**src/rtl/uart_prog_loader.sv**
```systemverilog
// Purpose: UART program loader; 8N1 RX/TX, framed per-channel images written to NUM_CH memories.
// Latency: stop-bit sample to write strobe 1 cycle; frame complete to TX start bit <= 2 cycles.
// Backpressure: none on RX (bytes always accepted); replies wait in a one-deep slot until TX is idle.
// Optional payload checksum byte enabled by defining UART_PROG_CHKSUM_EN.
module uart_prog_loader #(
  parameter int CLK_DIV      = 87,
  parameter int DATA_W       = 32,
  parameter int ADDR_W       = 15,
  parameter int NUM_CH       = 2,
  parameter int DEB_CYC      = 20000,
  parameter int TIMEOUT_BITS = 64
) (
  input  logic              board_clk,
  input  logic              board_rst,
  input  logic              uart_button,
  input  logic              upg_rx_i,
  output logic              upg_tx_o,
  output logic              upg_active_o,
  output logic [NUM_CH-1:0] upg_wen_o,
  output logic [ADDR_W-1:0] upg_adr_o,
  output logic [DATA_W-1:0] upg_dat_o,
  output logic              upg_done_o,
  output logic              upg_err_o
);

  localparam int NB     = DATA_W / 8;
  localparam int BW     = (NB > 1) ? $clog2(NB) : 1;
  localparam int CW     = $clog2(CLK_DIV);
  localparam int DW     = $clog2(DEB_CYC);
  localparam int TO_LIM = TIMEOUT_BITS * CLK_DIV - 1;
  localparam int TW     = $clog2(TO_LIM + 1);
  localparam logic [32:0] MAX_WORDS = 33'(1) << ADDR_W;

  localparam logic [2:0] ST_IDLE   = 3'd0;
  localparam logic [2:0] ST_CMD    = 3'd1;
  localparam logic [2:0] ST_CNT_LO = 3'd2;
  localparam logic [2:0] ST_CNT_HI = 3'd3;
  localparam logic [2:0] ST_DATA   = 3'd4;
`ifdef UART_PROG_CHKSUM_EN
  localparam logic [2:0] ST_CSUM   = 3'd5;
`endif
  localparam logic [2:0] ST_ACK    = 3'd6;
  localparam logic [2:0] ST_DONE   = 3'd7;

  logic [1:0]        btn_s, rx_s;
  logic              btn_sync, rx_sync, btn_deb, press;
  logic [DW-1:0]     deb_cnt;
  logic              rx_busy, rx_prev, rx_stop, rx_vld, rx_ferr;
  logic [CW-1:0]     rx_cnt, tx_cnt;
  logic [3:0]        rx_bit, tx_bit;
  logic [7:0]        rx_sh, resp_byte, cnt_lo;
  logic              tx_busy, tx_line, resp_pend;
  logic [8:0]        tx_sh;
  logic [2:0]        state, ch;
  logic [15:0]       cnt_in, words_left;
  logic [ADDR_W-1:0] adr_cnt;
  logic [BW-1:0]     byte_idx;
  logic [DATA_W-1:0] word_buf, next_word;
  logic [TW-1:0]     to_cnt;
  logic              timed, to_hit;
`ifdef UART_PROG_CHKSUM_EN
  logic [7:0]        csum;
`endif

  assign btn_sync = btn_s[1];
  assign rx_sync  = rx_s[1];
  assign upg_tx_o = tx_line;
  assign cnt_in   = {rx_sh, cnt_lo};
  assign press    = btn_sync && !btn_deb && (deb_cnt == DW'(DEB_CYC - 1));
  assign rx_stop  = rx_busy && (rx_bit == 4'd9) && (rx_cnt == CW'(CLK_DIV - 1));
  assign rx_vld   = rx_stop && rx_sync;
  assign rx_ferr  = rx_stop && !rx_sync;
`ifdef UART_PROG_CHKSUM_EN
  assign timed = (state == ST_CNT_LO) || (state == ST_CNT_HI) || (state == ST_DATA) || (state == ST_CSUM);
`else
  assign timed = (state == ST_CNT_LO) || (state == ST_CNT_HI) || (state == ST_DATA);
`endif
  assign to_hit = timed && !rx_vld && (to_cnt == TW'(TO_LIM));

  // Two-flop synchronisers for the asynchronous button and RX line.
  always_ff @(posedge board_clk or negedge board_rst) begin
    if (!board_rst) begin
      btn_s <= 2'b00;
      rx_s  <= 2'b11;
    end else begin
      btn_s <= {btn_s[0], uart_button};
      rx_s  <= {rx_s[0], upg_rx_i};
    end
  end

  // Debounce: the button level is accepted only after DEB_CYC stable cycles.
  always_ff @(posedge board_clk or negedge board_rst) begin
    if (!board_rst) begin
      btn_deb <= 1'b0;
      deb_cnt <= '0;
    end else if (btn_sync == btn_deb) begin
      deb_cnt <= '0;
    end else if (deb_cnt == DW'(DEB_CYC - 1)) begin
      btn_deb <= btn_sync;
      deb_cnt <= '0;
    end else begin
      deb_cnt <= deb_cnt + DW'(1);
    end
  end

  // RX: start-bit recheck at half a bit, then one sample per bit period, LSB first.
  always_ff @(posedge board_clk or negedge board_rst) begin
    if (!board_rst) begin
      rx_busy <= 1'b0;
      rx_prev <= 1'b1;
      rx_cnt  <= '0;
      rx_bit  <= '0;
      rx_sh   <= '0;
    end else begin
      rx_prev <= rx_sync;
      if (!rx_busy) begin
        if (rx_prev && !rx_sync) begin
          rx_busy <= 1'b1;
          rx_cnt  <= '0;
          rx_bit  <= '0;
        end
      end else if (rx_bit == 4'd0) begin
        if (rx_cnt == CW'(CLK_DIV / 2 - 1)) begin
          rx_cnt <= '0;
          if (rx_sync) rx_busy <= 1'b0;   // glitch, not a real start bit
          else         rx_bit  <= 4'd1;
        end else begin
          rx_cnt <= rx_cnt + CW'(1);
        end
      end else if (rx_cnt == CW'(CLK_DIV - 1)) begin
        rx_cnt <= '0;
        if (rx_bit == 4'd9) begin
          rx_busy <= 1'b0;
        end else begin
          rx_sh  <= {rx_sync, rx_sh[7:1]};
          rx_bit <= rx_bit + 4'd1;
        end
      end else begin
        rx_cnt <= rx_cnt + CW'(1);
      end
    end
  end

  // TX: picks up the pending reply only when idle, so replies never overlap.
  always_ff @(posedge board_clk or negedge board_rst) begin
    if (!board_rst) begin
      tx_busy <= 1'b0;
      tx_line <= 1'b1;
      tx_cnt  <= '0;
      tx_bit  <= '0;
      tx_sh   <= '1;
    end else if (!tx_busy) begin
      tx_line <= 1'b1;
      if (resp_pend) begin
        tx_busy <= 1'b1;
        tx_line <= 1'b0;
        tx_sh   <= {1'b1, resp_byte};
        tx_cnt  <= '0;
        tx_bit  <= '0;
      end
    end else if (tx_cnt == CW'(CLK_DIV - 1)) begin
      tx_cnt <= '0;
      if (tx_bit == 4'd9) begin
        tx_busy <= 1'b0;
        tx_line <= 1'b1;
      end else begin
        tx_line <= tx_sh[0];
        tx_sh   <= {1'b1, tx_sh[8:1]};
        tx_bit  <= tx_bit + 4'd1;
      end
    end else begin
      tx_cnt <= tx_cnt + CW'(1);
    end
  end

  // Inter-byte idle timer, running only while a frame is open.
  always_ff @(posedge board_clk or negedge board_rst) begin
    if (!board_rst)                 to_cnt <= '0;
    else if (!timed || rx_vld)      to_cnt <= '0;
    else if (to_cnt != TW'(TO_LIM)) to_cnt <= to_cnt + TW'(1);
  end

  // Insert the incoming byte into its little-endian lane of the word being built.
  always_comb begin
    next_word = word_buf;
    next_word[byte_idx*8 +: 8] = rx_sh;
  end

  // Frame FSM: command decode, count, payload assembly, memory writes and replies.
  always_ff @(posedge board_clk or negedge board_rst) begin
    if (!board_rst) begin
      state        <= ST_IDLE;
      upg_active_o <= 1'b0;
      upg_wen_o    <= '0;
      upg_adr_o    <= '0;
      upg_dat_o    <= '0;
      upg_done_o   <= 1'b0;
      upg_err_o    <= 1'b0;
      resp_pend    <= 1'b0;
      resp_byte    <= '0;
      ch           <= '0;
      cnt_lo       <= '0;
      words_left   <= '0;
      adr_cnt      <= '0;
      byte_idx     <= '0;
      word_buf     <= '0;
`ifdef UART_PROG_CHKSUM_EN
      csum         <= '0;
`endif
    end else begin
      upg_wen_o <= '0;
      if (resp_pend && !tx_busy) resp_pend <= 1'b0;
      if (rx_ferr) upg_err_o <= 1'b1;
      case (state)
        ST_IDLE, ST_DONE: begin
          if (press) begin
            upg_active_o <= 1'b1;
            upg_done_o   <= 1'b0;
            upg_err_o    <= 1'b0;
            state        <= ST_CMD;
          end
        end
        ST_CMD: begin
          if (rx_vld) begin
            if (rx_sh[7:3] == 5'b10100 && {29'd0, rx_sh[2:0]} < 32'(NUM_CH)) begin
              ch    <= rx_sh[2:0];
              state <= ST_CNT_LO;
            end else if (rx_sh == 8'hFF) begin
              resp_pend    <= 1'b1;
              resp_byte    <= 8'hAA;
              upg_done_o   <= 1'b1;
              upg_active_o <= 1'b0;
              state        <= ST_DONE;
            end else begin
              resp_pend <= 1'b1;
              resp_byte <= 8'hEE;
              upg_err_o <= 1'b1;
            end
          end
        end
        ST_CNT_LO: begin
          if (rx_vld) begin
            cnt_lo <= rx_sh;
            state  <= ST_CNT_HI;
          end
        end
        ST_CNT_HI: begin
          if (rx_vld) begin
            if ({17'd0, cnt_in} > MAX_WORDS) begin
              resp_pend <= 1'b1;
              resp_byte <= 8'hEE;
              upg_err_o <= 1'b1;
              state     <= ST_CMD;
            end else if (cnt_in == 16'd0) begin
              state <= ST_ACK;
            end else begin
              words_left <= cnt_in;
              adr_cnt    <= '0;
              byte_idx   <= '0;
`ifdef UART_PROG_CHKSUM_EN
              csum       <= '0;
`endif
              state      <= ST_DATA;
            end
          end
        end
        ST_DATA: begin
          if (rx_vld) begin
            word_buf <= next_word;
`ifdef UART_PROG_CHKSUM_EN
            csum     <= csum + rx_sh;
`endif
            if (byte_idx == BW'(NB - 1)) begin
              byte_idx   <= '0;
              upg_wen_o  <= NUM_CH'(1) << ch;
              upg_adr_o  <= adr_cnt;
              upg_dat_o  <= next_word;
              adr_cnt    <= adr_cnt + ADDR_W'(1);
              words_left <= words_left - 16'd1;
              if (words_left == 16'd1) begin
`ifdef UART_PROG_CHKSUM_EN
                state <= ST_CSUM;
`else
                state <= ST_ACK;
`endif
              end
            end else begin
              byte_idx <= byte_idx + BW'(1);
            end
          end
        end
`ifdef UART_PROG_CHKSUM_EN
        ST_CSUM: begin
          if (rx_vld) begin
            if (rx_sh == csum) begin
              state <= ST_ACK;
            end else begin
              resp_pend <= 1'b1;
              resp_byte <= 8'hEE;
              upg_err_o <= 1'b1;
              state     <= ST_CMD;
            end
          end
        end
`endif
        ST_ACK: begin
          if (!resp_pend) begin
            resp_pend <= 1'b1;
            resp_byte <= 8'h55;
            state     <= ST_CMD;
          end
        end
        default: state <= ST_IDLE;
      endcase
      // A stalled frame is abandoned; words already written are left in memory.
      if (to_hit) begin
        resp_pend <= 1'b1;
        resp_byte <= 8'hEE;
        upg_err_o <= 1'b1;
        state     <= ST_CMD;
      end
    end
  end

endmodule

```
**config.mk**
```make
export PLATFORM = sky130hd
export DESIGN_NAME = uart_prog_loader
export DESIGN_NICKNAME = d
export VERILOG_FILES = /design/src/rtl/uart_prog_loader.sv
export SDC_FILE = /design/constraint.sdc
export NUM_CORES = 1
export LEC_CHECK = 0
export ABC_AREA = 0
export BUFFER_PORTS_ARGS = -buffer_cell sky130_fd_sc_hd__buf_4
export CORE_UTILIZATION = 28
export CTS_BUF_LIST = sky130_fd_sc_hd__clkbuf_8
export DETAILED_ROUTE_END_ITERATION = 10
export GPL_TIMING_DRIVEN = 0
export HOLD_SLACK_MARGIN = 0.15
export PLACE_DENSITY = 0.39
export SLEW_MARGIN = 30
export SYNTH_ARGS = -nofsm -noshare
export SYNTH_HDL_FRONTEND = slang
export SYNTH_SLANG_ARGS = --single-unit
export TNS_END_PERCENT = 50
```
**constraint.sdc**
```tcl
create_clock -name board_clk -period 6.8 [get_ports board_clk]
set_clock_uncertainty 0.2 [all_clocks]
set_input_delay 2.04 -clock board_clk [delete_from_list [all_inputs] [get_ports board_clk]]
set_output_delay 2.04 -clock board_clk [all_outputs]
set_load 0.1 [all_outputs]
```
==> metrics list, run 1 <==
* Setup Buffers After CTS: 0
- Final count of negative-setup-slack endpoints: 0
* Most used DFF post-synth: sky130_fd_sc_hd__dfrtp_1
* Final Power: 2.79 mW
- Crit start category: flop
- The count of final max-slew check failures came to 0.
* Crit path time final: ~3600 ps
- Clock sinks: 210
* Worst Path Class, Setup: reg2out
* Warning count from the yosys run: 0
* Cell count of the worst hold path: 0
- Post-synthesis sequential area ratio: approximately half
- Across the whole layout, storage elements account for 5270 sq um.
* IO Port Bufs: 56
- Summing the areas of all xor and xnor instances in the mapped netlist gives 2.14% of the synthesized area.
- Summing the areas of all fa, ha and maj instances in the mapped netlist gives between 2 and 3% of the synthesized area.
- Maximum count of clock buffers along a single path: 3
- Total standard cell area after synthesis: between 10,000 and 15,000 sq um
* FF-to-FF Start: rx_bit[1]
- Routability-driven placement finished with a final weighted congestion of around 0.81.
- The number of global-route vias before repair came to around 8,000.
- Dominant combinational cell family by area after synthesis: simple AND/OR/NAND/NOR gates
- CTS tree: done
- In the final routed layout, each cell accounts on average for around 17 microns.
* Final Net Count: roughly 1,200
* Unrepaired setup endpoints after global routing: no
- For this run, design rule violations remaining after detail routing come to 0.
- DIE AREA: roughly 37,000 sq um
- Top cells by area in the synthesized netlist: sky130_fd_sc_hd__dfrtp_1 48%, sky130_fd_sc_hd__o21ai_0 4.9%, sky130_fd_sc_hd__nand2_1 3.8%
- Tightest Pin Transition: ~930 ps
- Share of the synthesized area in compound gates (AO/OA/AOI/OAI): between 10% and 20%
* Pin count of the biggest net entering global routing: 80
* Total via count after detailed routing: 8,036
- Synthesis produced about 1,000 cells.
- Starting DRC count in detailed routing: just under 400
* Layout-stage area growth over the synthesis result: 19.1%
* Overall track demand over capacity in global routing: roughly 15%
- The worst-case IR drop observed on VDD is about 0.00013 V.
- Averaged over all synthesized cells, the footprint is roughly 9.9 sq um.
- The number of hold violations in the final report came to 0.
* CP max FO: 2
* Reg-to-reg slack, setup: ~3800 ps
* Aggregate routed wire length: approximately 28 mm
- Library cell occupying the most area in the post-synthesis netlist: sky130_fd_sc_hd__dfrtp_1
* Count of state elements after synthesis: 210
* Vert. Die Dim: slightly below 200 microns
* Initial cell density of the core: between 20 and 30%
* Endpoint, Worst Hold: btn_s[1]
- Critical Path End Type: primary output
* Final setup margin: between 3000 and 4000 ps
- For this design the ratio of total power to cell area is approximately 230 nW/um^2.
* Worst slack after detailed placement: ~3700 ps
- Class of the tightest hold or removal check: reg2reg
- CP max-delay cell: sky130_fd_sc_hd__dfstp_2
- In the final layout, the share of cells above drive strength 1 is between 10% and 20%.
* Ant diodes: 0
- Summed area of non-filler cells in the final layout: ~12,000 sq um
* Number of antenna violations at the first check in global routing: 0
- P_leak: around 5.4 nW
- First-pass GRT wire length: roughly 46 mm
- Distinct cell type count after synthesis: between 70 and 80
- Cell area after placement: 11,300 sq um
* RR Endpoint: words_left[11]
* Critical path's top delay family: flip-flops
- The tree is rooted in a sky130_fd_sc_hd__clkbuf_8.
- Portion of the clock cycle consumed by the worst path in the final layout: between 50% and 60%
- Worst hold margin: about 150 ps
- Once detailed placement completed, the half-perimeter wirelength came to around 19 mm.
- Most numerous cell in the Yosys netlist: sky130_fd_sc_hd__dfrtp_1
- The die is 193 microns wide.
- STA puts the critical path data required time at around 4600 ps.
- Total negative slack: 0 ps
- Buffers plus inverters on the worst setup path: 1
* Maxcap violations: 0
- Worst-path clk slew: roughly 60 ps
* Number of cell rows: between 60 and 70
- Total core area: 35,700 sq um
- Counting the fill cells in the layout gives around 3,700.
- In the synthesized netlist, mux cells make up ~3.5% of the area.
- In this run the most critical hold path is launched from btn_s[0].
- Maximum clock frequency: between 200 and 300 MHz
- During I/O placement, the number of pins put on the boundary was 57.
- In the final layout, the multi-input gates occupy ~4700 sq um.
* First-pass iteration count of the detailed router: 7
* Number of gates resized after CTS: 0
- Number of synthesized flops with an enable pin: 0
- Clock Latency Late Sink: 560 ps
- In the synthesized netlist, the cells that appear most often are 198 x sky130_fd_sc_hd__dfrtp_1, 105 x sky130_fd_sc_hd__nand2_1, 100 x sky130_fd_sc_hd__o21ai_0, 82 x sky130_fd_sc_hd__nor2_1, 68 x sky130_fd_sc_hd__a21oi_1.
- Remaining number of nets flagged by the antenna check after routing: 0
- Tightest slew margin relative to the limit: between 30% and 40%
* Asr flop ratio synth: between 90% and 100%
* Post-CTS Hold Fix Bufs: 0
- The number of clock buffers added by TritonCTS is 42.
- The worst register-to-register path has a depth of 9.
- In the routed layout, each cell is associated on average with a via count of roughly 4.9.
* Cells along the critical path: buf_4
- After global routing the overflow that remains totals 0.
- Status: finished, final reports clean
- The number of nets in the synthesized netlist is ~1,100.
- Slowest cell delay on critical path: about 530 ps
* Area share of and/or/nand/nor cells after synthesis: about a fifth
- For the worst setup path, the data arrival time is between 1000 and 1500 ps.
- H-Tree Level Count: 2
- Yosys top cell area share: between 40% and 50%
==> power breakdown <==
| group | switching, mW | internal [mW] |
|---|---|---|
| clock | 0.570 | 0.794 |
| combinational | 0.0723 | 0.0451 |
| sequential | 0.0343 | 1.28 |
| total | 0.676 | 2.12 |
==> cells in the final DEF (no fill, tap or decap), drive strengths merged, types with 12 or more instances in the layout <==
cell    synthesis  final
dfrtp         198    198
o21ai         106    106
nand2         105    105
clkbuf         42     97
nor2           82     82
a21oi          69     69
buf            11     69
nand3          42     42
nor2b          41     41
a22o           36     36
inv            21     34
mux2           31     31
ha             21     21
o31ai          20     20
and3           18     18
nand4          18     18
a31oi          18     18
xor2           16     16
nor3           16     16
dfstp          12     12
==> final cells by class <==
cell class	count	area share [%]
multi-input combinational	755	38.4
inverter	21	0.646
sequential	210	43.2
tap	461	4.73
timing repair buffer	58	3.96
buffer	53	1.82
clock buffer	55	6.21
clock inverter	18	1.04
==> per-layer routing <==
layer	global-route usage (%)	vias to the layer above	part of all wire, %
met3	2.79	51	4.2
met2	22.8	155	43
met4	5.21	0	2.2
li1	-	3951	-
met5	0	-	0
met1	22.5	3879	51
==> cell families after synthesis <==
family                   Yosys count
AO/OA/AOI/OAI                    283
adder cells (fa/ha/maj)           21
multiplexers                      32
AND/OR/NAND/NOR                  394
flip-flops                       210
buffers and inverters             74
XOR/XNOR                          25
==> flip-flops by register name, summed over array words and instances (netlist names), 3 cells and up <==
signal      count
upg_dat_o      32
word_buf       32
words_left     16
adr_cnt        15
deb_cnt        15
upg_adr_o      15
to_cnt         13
cnt_lo          8
rx_sh           8
tx_sh           8
rx_cnt          7
tx_cnt          7
rx_bit          4
tx_bit          4
ch              3
resp_byte       3
state           3
==> worst max path at each step <==
stage	endpoint	slack [ps]	startpoint	cells past startpoint
floorplan	upg_err_o	3660	upg_err_o	0
global placement	deb_cnt[1]	1670	board_rst	1
detailed placement	tx_sh[4]	3660	board_rst	2
CTS	upg_tx_o	3150	upg_tx_o	1
global route	upg_tx_o	3150	upg_tx_o	1
finish	upg_tx_o	3200	upg_tx_o	1
==> per-stage QoR <==
| stage | cells | util (%) |
|---|---|---|
| global placement | 1556 | 31.4 |
| global route | 1631 | 34.1 |
| floorplan | 1039 | - |
| CTS | 1631 | 34.1 |
| finish | 1631 | 34.1 |
| detailed placement | 1558 | 31.6 |
(Power assumes the default switching activity.)
==> inputs of run 2 (changes only) <==
--- a/config.mk
+++ b/config.mk
@@ -12,7 +12,7 @@
 export DETAILED_ROUTE_END_ITERATION = 10
 export GPL_TIMING_DRIVEN = 0
 export HOLD_SLACK_MARGIN = 0.15
-export PLACE_DENSITY = 0.39
+export PLACE_DENSITY = 0.4
 export SLEW_MARGIN = 30
 export SYNTH_ARGS = -nofsm -noshare
 export SYNTH_HDL_FRONTEND = slang
==> constraint.sdc (replaced) <==
create_clock -name board_clk -period 3 [get_ports board_clk]
set_clock_uncertainty 0.2 [all_clocks]
set_input_delay 0.9 -clock board_clk [delete_from_list [all_inputs] [get_ports board_clk]]
set_output_delay 0.9 -clock board_clk [all_outputs]
set_load 0.1 [all_outputs]
==> metrics list, run 2 (synthesized netlist as in run 1, its figures left out) <==
- The transition time of the tightest slew-check pin was 878 ps (-49.1 ps).
* Storage cell area: 5270 sq um (unchanged)
- The total track usage came to 15.4% (about the same).
- Post-detailed-route DRC marker count: 0 (unchanged)
- The number of fill cells was 3,764 (+0.88%).
- Layout cells sized above 1: 16.9% (+0.042 points)
- CP max FO: 10 (+8)
* Maximum clock frequency: roughly 350 MHz
- The library cells used most frequently in the layout, excluding fill and tap cells, are 198 x sky130_fd_sc_hd__dfrtp_1, 105 x sky130_fd_sc_hd__nand2_1, 100 x sky130_fd_sc_hd__o21ai_0.
* Final Net Count: 1,167 (+0.086%)
- Worst Path Class, Setup: reg2reg
- Final HPWL DP: 18.8 mm (-0.53%)
- The path with the worst hold slack has its endpoint at btn_s[1].
- Number of placed I/O pins: 57 (unchanged)
* Ant diodes: 0 (unchanged)
* Final Hold Violating Endpoints: 0 (unchanged)
- The iteration-0 DRC count of the detailed router was 402 (+1.5%).
* First-pass iteration count of the detailed router: 6 (-1)
- The number of global-route vias before repair came to 8,282 (+0.96%).
- Setup repair after global routing could not meet its margin everywhere.
* Worst hold margin: 149 ps (-2.19 ps)
- The starting density of the core is 28.7% (unchanged).
- The final antenna-violating net count is 0 (unchanged).
- IO Port Bufs: 56 (unchanged)
- The number of clock sinks seen by CTS came to 210 (unchanged).
- The TritonCTS buffer count came to 42 (unchanged).
- Clk root buf: sky130_fd_sc_hd__clkbuf_8
- Critical path's top delay family: simple AND/OR/NAND/NOR gates
- First-pass GRT wire length: 46.7 mm (+0.61%)
* Number of cell rows: 69 (unchanged)
* Total via count after detailed routing: 8,151 (+1.4%)
- Final weighted congestion of routability-driven global placement: 0.782 (-2.9%)
- The library cell used most frequently in the layout, excluding fill and tap cells, is sky130_fd_sc_hd__dfrtp_1.
* Largest registers: upg_dat_o x32, word_buf x32, words_left x16
- The final global-route overflow total was 0 (unchanged).
- Number of antenna violations at the first check in global routing: 0 (unchanged)
- The worst stage delay on the critical path is 510 ps (-20 ps).
- Vert. Die Dim: 193 microns (unchanged)
* Final routed wire length divided by cell count: 17.2 microns (-1.1%)
* Maximum count of clock buffers along a single path: 3 (unchanged)
- The worst-case headroom to the max-slew limit was 41.4% (+3.4 points).
- Cell count of the worst hold path: 0 (unchanged)
- The number of post-CTS setup repair buffers came to 0 (unchanged).
* CTS tree: done
* Reg2Reg Depth: 7 (-2)
- Pin count of the biggest net entering global routing: 76 (-5.0%)
- The H-tree depth was 2 (unchanged).
- The clock latency on the worst-skew pair is 560 ps (about the same).
* Crit path time final: between 2000 and 3000 ps
* Crit start category: flop
- The run finished with clean final reports.
- The count of final max-slew check failures was 0 (unchanged).
* Power density normalized to cell area: 499 nW/um^2 (+120%)
- The worst register-to-register path ends at word_buf[7].
- P_leak: 5.40 nW (+0.15%)
* DIE AREA: 37,300 sq um (unchanged)
- The post-detailed-route via-to-cell ratio was 4.99 (+1.2%).
- Critical Path End Type: flop
- In this run the critical register-to-register path is launched from byte_idx[0].
* CP max-delay cell: sky130_fd_sc_hd__dfrtp_1
- X dimension of the die: 193 microns (unchanged)
- Arrival time at the worst endpoint: 3140 ps (+1780 ps)
* Final count of negative-setup-slack endpoints: 0 (unchanged)
- Cells along the critical path: inv_1 -> ha_1 -> nand2_1 -> nor3_2 -> and2_1 -> clkbuf_1 -> a22o_1
- Total core area: 35,700 sq um (unchanged)
- Relative to the synthesized area, the layout overhead comes to 18.7%.
- Portion of the clock cycle consumed by the worst path in the final layout: around 95%
- The number of buffers and inverters on the critical path came to 2 (+1).
- The register-to-register path setup slack came to 140 ps (-3620 ps).
- Count of non-filler cells in the finished layout: 1,634 (+0.18%)
- The number of placed instances, taps included came to 1,558 (unchanged).
* Hold path startpoint: btn_s[0]
- The post-CTS clock slew at the launch and capture registers of the worst setup and hold paths came to 60 ps (about the same).
- The maximum resistive drop on vdd was 0.000230 V (+75%).
- The aggregate routed wire length is 28.1 mm (-0.91%).
* Maxcap violations: 0 (unchanged)
- The endpoint required time on the critical path is 3280 ps (-1280 ps).
* Class of the tightest hold or removal check: reg2reg
* Area taken by multi-input logic gates: 4700 sq um (+0.43%)
run 2: cell types whose count changed in the layout (fill, tap and decap cells not counted), moves of 3 or more:
cell	before	now
sky130_fd_sc_hd__clkbuf_2	0	4
sky130_fd_sc_hd__clkbuf_1	42	38
sky130_fd_sc_hd__inv_1	34	42
sky130_fd_sc_hd__clkbuf_8	55	52
run 2: layer usage:
| layer | GRT usage, % | vias to the layer above | wire length (microns) |
|---|---|---|---|
| met5 | 0 | - | 0 |
| met4 | 5.07 | 0 | 639 |
| met3 | 3.02 | 52 | 1110 |
| met2 | 22.7 | 157 | 12100 |
| met1 | 22.5 | 3996 | 14300 |
| li1 | - | 3946 | - |
run 2: worst max path at each step:
stage | depth (start not counted) | start | to | slack [ps]
final | 7 | byte_idx[0] | word_buf[7] | 140
after global routing | 7 | byte_idx[0] | word_buf[3] | -100
after CTS | 10 | rx_bit[1] | words_left[11] | 9
after detailed placement | 5 | deb_cnt[12] | upg_active_o | -10
after global placement | 1 | board_rst | deb_cnt[1] | -970
after floorplan | 9 | rx_bit[1] | words_left[1] | 600
run 2: final cells by class:
cell class	count	area share (%)
timing repair buffer	59	4.05
inverter	21	0.648
clock inverter	23	0.751
tap	461	4.74
buffer	53	1.90
clock buffer	52	5.89
multi-input combinational	755	38.7
sequential	210	43.3
run 2: timing repair:
action | CTS | global route
pin swaps | 0 | 1
hold buffers | 1 | 0
endpoints found under the setup margin | 24 | 52
resized for setup | 5 | 8
endpoints found under the hold margin | 64 | 0
run 2: through the flow:
stage | utilization (%) | TNS [ps] | power (mW) | cell area [sq um] | setup slack [ps]
after floorplan | - | 0 | 3.16 | 10200 | 600
after global placement | 31.4 | -189170 | 3.29 | 11200 | -968
after detailed placement | 31.6 | -38.2 | 3.30 | 11300 | -14.1
after CTS | 34.0 | 0 | 6.21 | 12100 | 9.15
after global routing | 34.0 | -1210 | 6.39 | 12200 | -101
final | 34.0 | 0 | 6.07 | 12200 | 143
run 2: where the power goes:
group / switching (mW) / leakage, nW / internal, mW
sequential: 0.0823 / 2.87 / 2.90
clock: 1.27 / 0.490 / 1.55
combinational: 0.166 / 2.04 / 0.106
==> inputs of run 3 (changes only) <==
==> constraint.sdc (replaced) <==
create_clock -name board_clk -period 3 [get_ports board_clk]
set_clock_uncertainty 0.2 [all_clocks]
set_input_delay 0.6 -clock board_clk [delete_from_list [all_inputs] [get_ports board_clk]]
set_output_delay 0.6 -clock board_clk [all_outputs]
set_load 0.1 [all_outputs]
==> metrics list, run 3 (synthesized netlist as in run 1, its figures left out) <==
* Status: finished, final reports clean
* Via count of the first global-routing pass: 8,281 (-0.012%)
* Layout-stage area growth over the synthesis result: 18.9%
- The data arrival time at the worst-slack endpoint is 3140 ps (about the same).
* CP max-delay cell: sky130_fd_sc_hd__dfrtp_1
- Final Hold Violating Endpoints: 0 (unchanged)
- The ratio of total power to cell area is 498 nW/um^2 (-0.20%).
* Portion of the clock cycle consumed by the worst path in the final layout: 95.4% (+0.21 points)
- The number of I/O pins is 57 (unchanged).
* Total via count after detailed routing: 8,159 (+0.098%)
* Data required time at the worst endpoint: 3280 ps (about the same)
- The core outline area was 35,700 sq um (unchanged).
- CTS tree: done
* Final weighted congestion of routability-driven global placement: 0.782 (unchanged)
- The iteration count of the initial detailed-routing pass was 7 (+1).
- Summed area of non-filler cells in the final layout: 12,200 sq um (+0.16%)
- Final setup margin: 137 ps (-6.30 ps)
- The starting density of the core was 28.7% (unchanged).
- The library cell used most frequently in the layout, excluding fill and tap cells, is sky130_fd_sc_hd__dfrtp_1.
* Crit path time final: 2860 ps (+6.30 ps)
- Maximum count of clock buffers along a single path: 3 (unchanged)
* Remaining number of nets flagged by the antenna check after routing: 0 (unchanged)
* Layout cells sized above 1: 16.9% (-0.029 points)
- The routed wirelength normalized by instance count was 17.2 microns (+0.13%).
- The number of max-cap violations was 0 (unchanged).
* Largest registers: upg_dat_o x32, word_buf x32, words_left x16
* Pin count of the biggest net entering global routing: 76 (unchanged)
- The library cells used most frequently in the layout, excluding fill and tap cells, are 198 x sky130_fd_sc_hd__dfrtp_1, 105 x sky130_fd_sc_hd__nand2_1, 100 x sky130_fd_sc_hd__o21ai_0.
- Unrepaired setup endpoints after global routing: yes
- The final net count came to 1,169 (+0.17%).
* Final HPWL DP: 18.8 mm (unchanged)
- Ant diodes: 0 (unchanged)
* Post-detailed-route DRC marker count: 0 (unchanged)
- Max-slew violation count: 0 (unchanged)
- Cells along the critical path: inv_1 -> ha_1 -> nand2_1 -> nor3_2 -> and2_1 -> clkbuf_1 -> a22o_1
- The full die area came to 37,300 sq um (unchanged).
- P_leak: 5.40 nW (+0.15%)
- The critical path in this run is classified as reg2reg.
- Maximum clock frequency: 349 MHz (-0.22%)
- Slowest cell delay on critical path: 510 ps (about the same)
* Tightest Pin Transition: 885 ps (+6.37 ps)
* Vert. Die Dim: 193 microns (unchanged)
- Cell area after placement: 11,300 sq um (unchanged)
- The worst setup path is launched from a flop.
- Buffers plus inverters on the worst setup path: 2 (unchanged)
* Worst hold margin: 150 ps (+0.825 ps)
- Worst-path clk slew: 60 ps (about the same)
* Total clock buffers created by CTS: 42 (unchanged)
- The iteration-0 DRC count of the detailed router is 403 (+0.25%).
- Tightest slew margin relative to the limit: 41.0% (-0.42 points)
- The post-detailed-route via-to-cell ratio is 4.99 (about the same).
- Aggregate routed wire length: 28.2 mm (+0.25%)
- Filler cell count in the final layout: 3,762 (-0.053%)
- Overflow after GRT: 0 (unchanged)
* H-Tree Level Count: 2 (unchanged)
- The number of clock sinks seen by CTS came to 210 (unchanged).
* Critical Path End Type: flop
* IO Port Bufs: 56 (unchanged)
- First-pass GRT wire length: 46.7 mm (about the same)
- Storage cell area: 5270 sq um (unchanged)
- The worst slack at placement is -14.1 ps (unchanged).
- The initial antenna violation count was 0 (unchanged).
- Among cell families on the critical path, the largest total delay comes from simple AND/OR/NAND/NOR gates.
* X dimension of the die: 193 microns (unchanged)
- Clock Latency Late Sink: 560 ps (about the same)
* Overall track demand over capacity in global routing: 15.4% (about the same)
- The largest fanout on the critical path is 10 (unchanged).
- The final setup violation count was 0 (unchanged).
* Class of the tightest hold or removal check: reg2reg
- Clk root buf: sky130_fd_sc_hd__clkbuf_8
- The maximum resistive drop on vdd came to 0.000228 V (-0.49%).
- The area of the multi-input gates was 4700 sq um (unchanged).
* Number of cell rows: 69 (unchanged)
## run 3: changes by cell type in the layout (fill, tap and decap cells not counted), sizes merged
cell         before  now
dlygate4sd3       1    3
## run 3: power by group
| part | leakage [nW] | internal [mW] | switching (mW) |
|---|---|---|---|
| sequential | 2.87 | 2.90 | 0.0825 |
| clock | 0.490 | 1.55 | 1.27 |
| combinational | 2.05 | 0.108 | 0.166 |
| total | 5.40 | 4.55 | 1.51 |
## run 3: worst paths after layout
path / slack, ps / to / from / cells after the start
setup / recovery: 140 / word_buf[7] / byte_idx[0] / 7
hold / removal: 150 / btn_s[1] / btn_s[0] / 0
setup reg to reg: 140 / word_buf[7] / byte_idx[0] / 7
hold reg to reg: 150 / btn_s[1] / btn_s[0] / 0
max in group asynchronous: 1370 / rx_s[1] / board_rst / 3
min in group asynchronous: 400 / upg_adr_o[5] / board_rst / 2
## run 3: what timing repair did
| action | in CTS | in global routing |
|---|---|---|
| endpoints found under the setup margin | 24 | 52 |
| pin swaps | 0 | 1 |
| hold endpoints to repair | 66 | 0 |
| setup buffers | 0 | 0 |
| gates resized for setup | 5 | 8 |
| hold buffers | 3 | 0 |
## run 3: metrics by stage
step	power, mW	TNS [ps]	utilization [%]	std cells
4_1_cts	6.21	0	34.0	1636
3_5_place_dp	3.30	-38.2	31.6	1558
5_1_grt	6.39	-1210	34.1	1636
2_1_floorplan	3.16	0	-	1039
6_report	6.07	0	34.1	1636
3_3_place_gp	3.29	-127240	31.4	1556
## run 3: layer usage
metal / routed length (microns) / up-vias / global-route usage, %
met4: 614 / 0 / 5.07
met2: 12100 / 162 / 22.8
li1: - / 3948 / -
met3: 1190 / 52 / 3.02
met1: 14200 / 3997 / 22.5
met5: 0 / - / 0
## run 3: worst register-to-register path, delay by kind of cell (launching register included)
family	cells	cell delay, ps
and+or+nand+nor	3	820
buffers and inverters	2	620
DFF	1	510
adders and majority gates	1	440
AOI/OAI and AO/OA	1	200
## run 3: area by class of cell
class                   count  share of cell area [%]
well taps                 461                    4.74
inverters                  21                   0.647
repair buffers             61                    4.21
clock buffers              52                    5.88
clock inverters            23                   0.750
flip-flops and latches    210                    43.3
plain buffers              53                    1.90
multi-input cells         755                    38.6
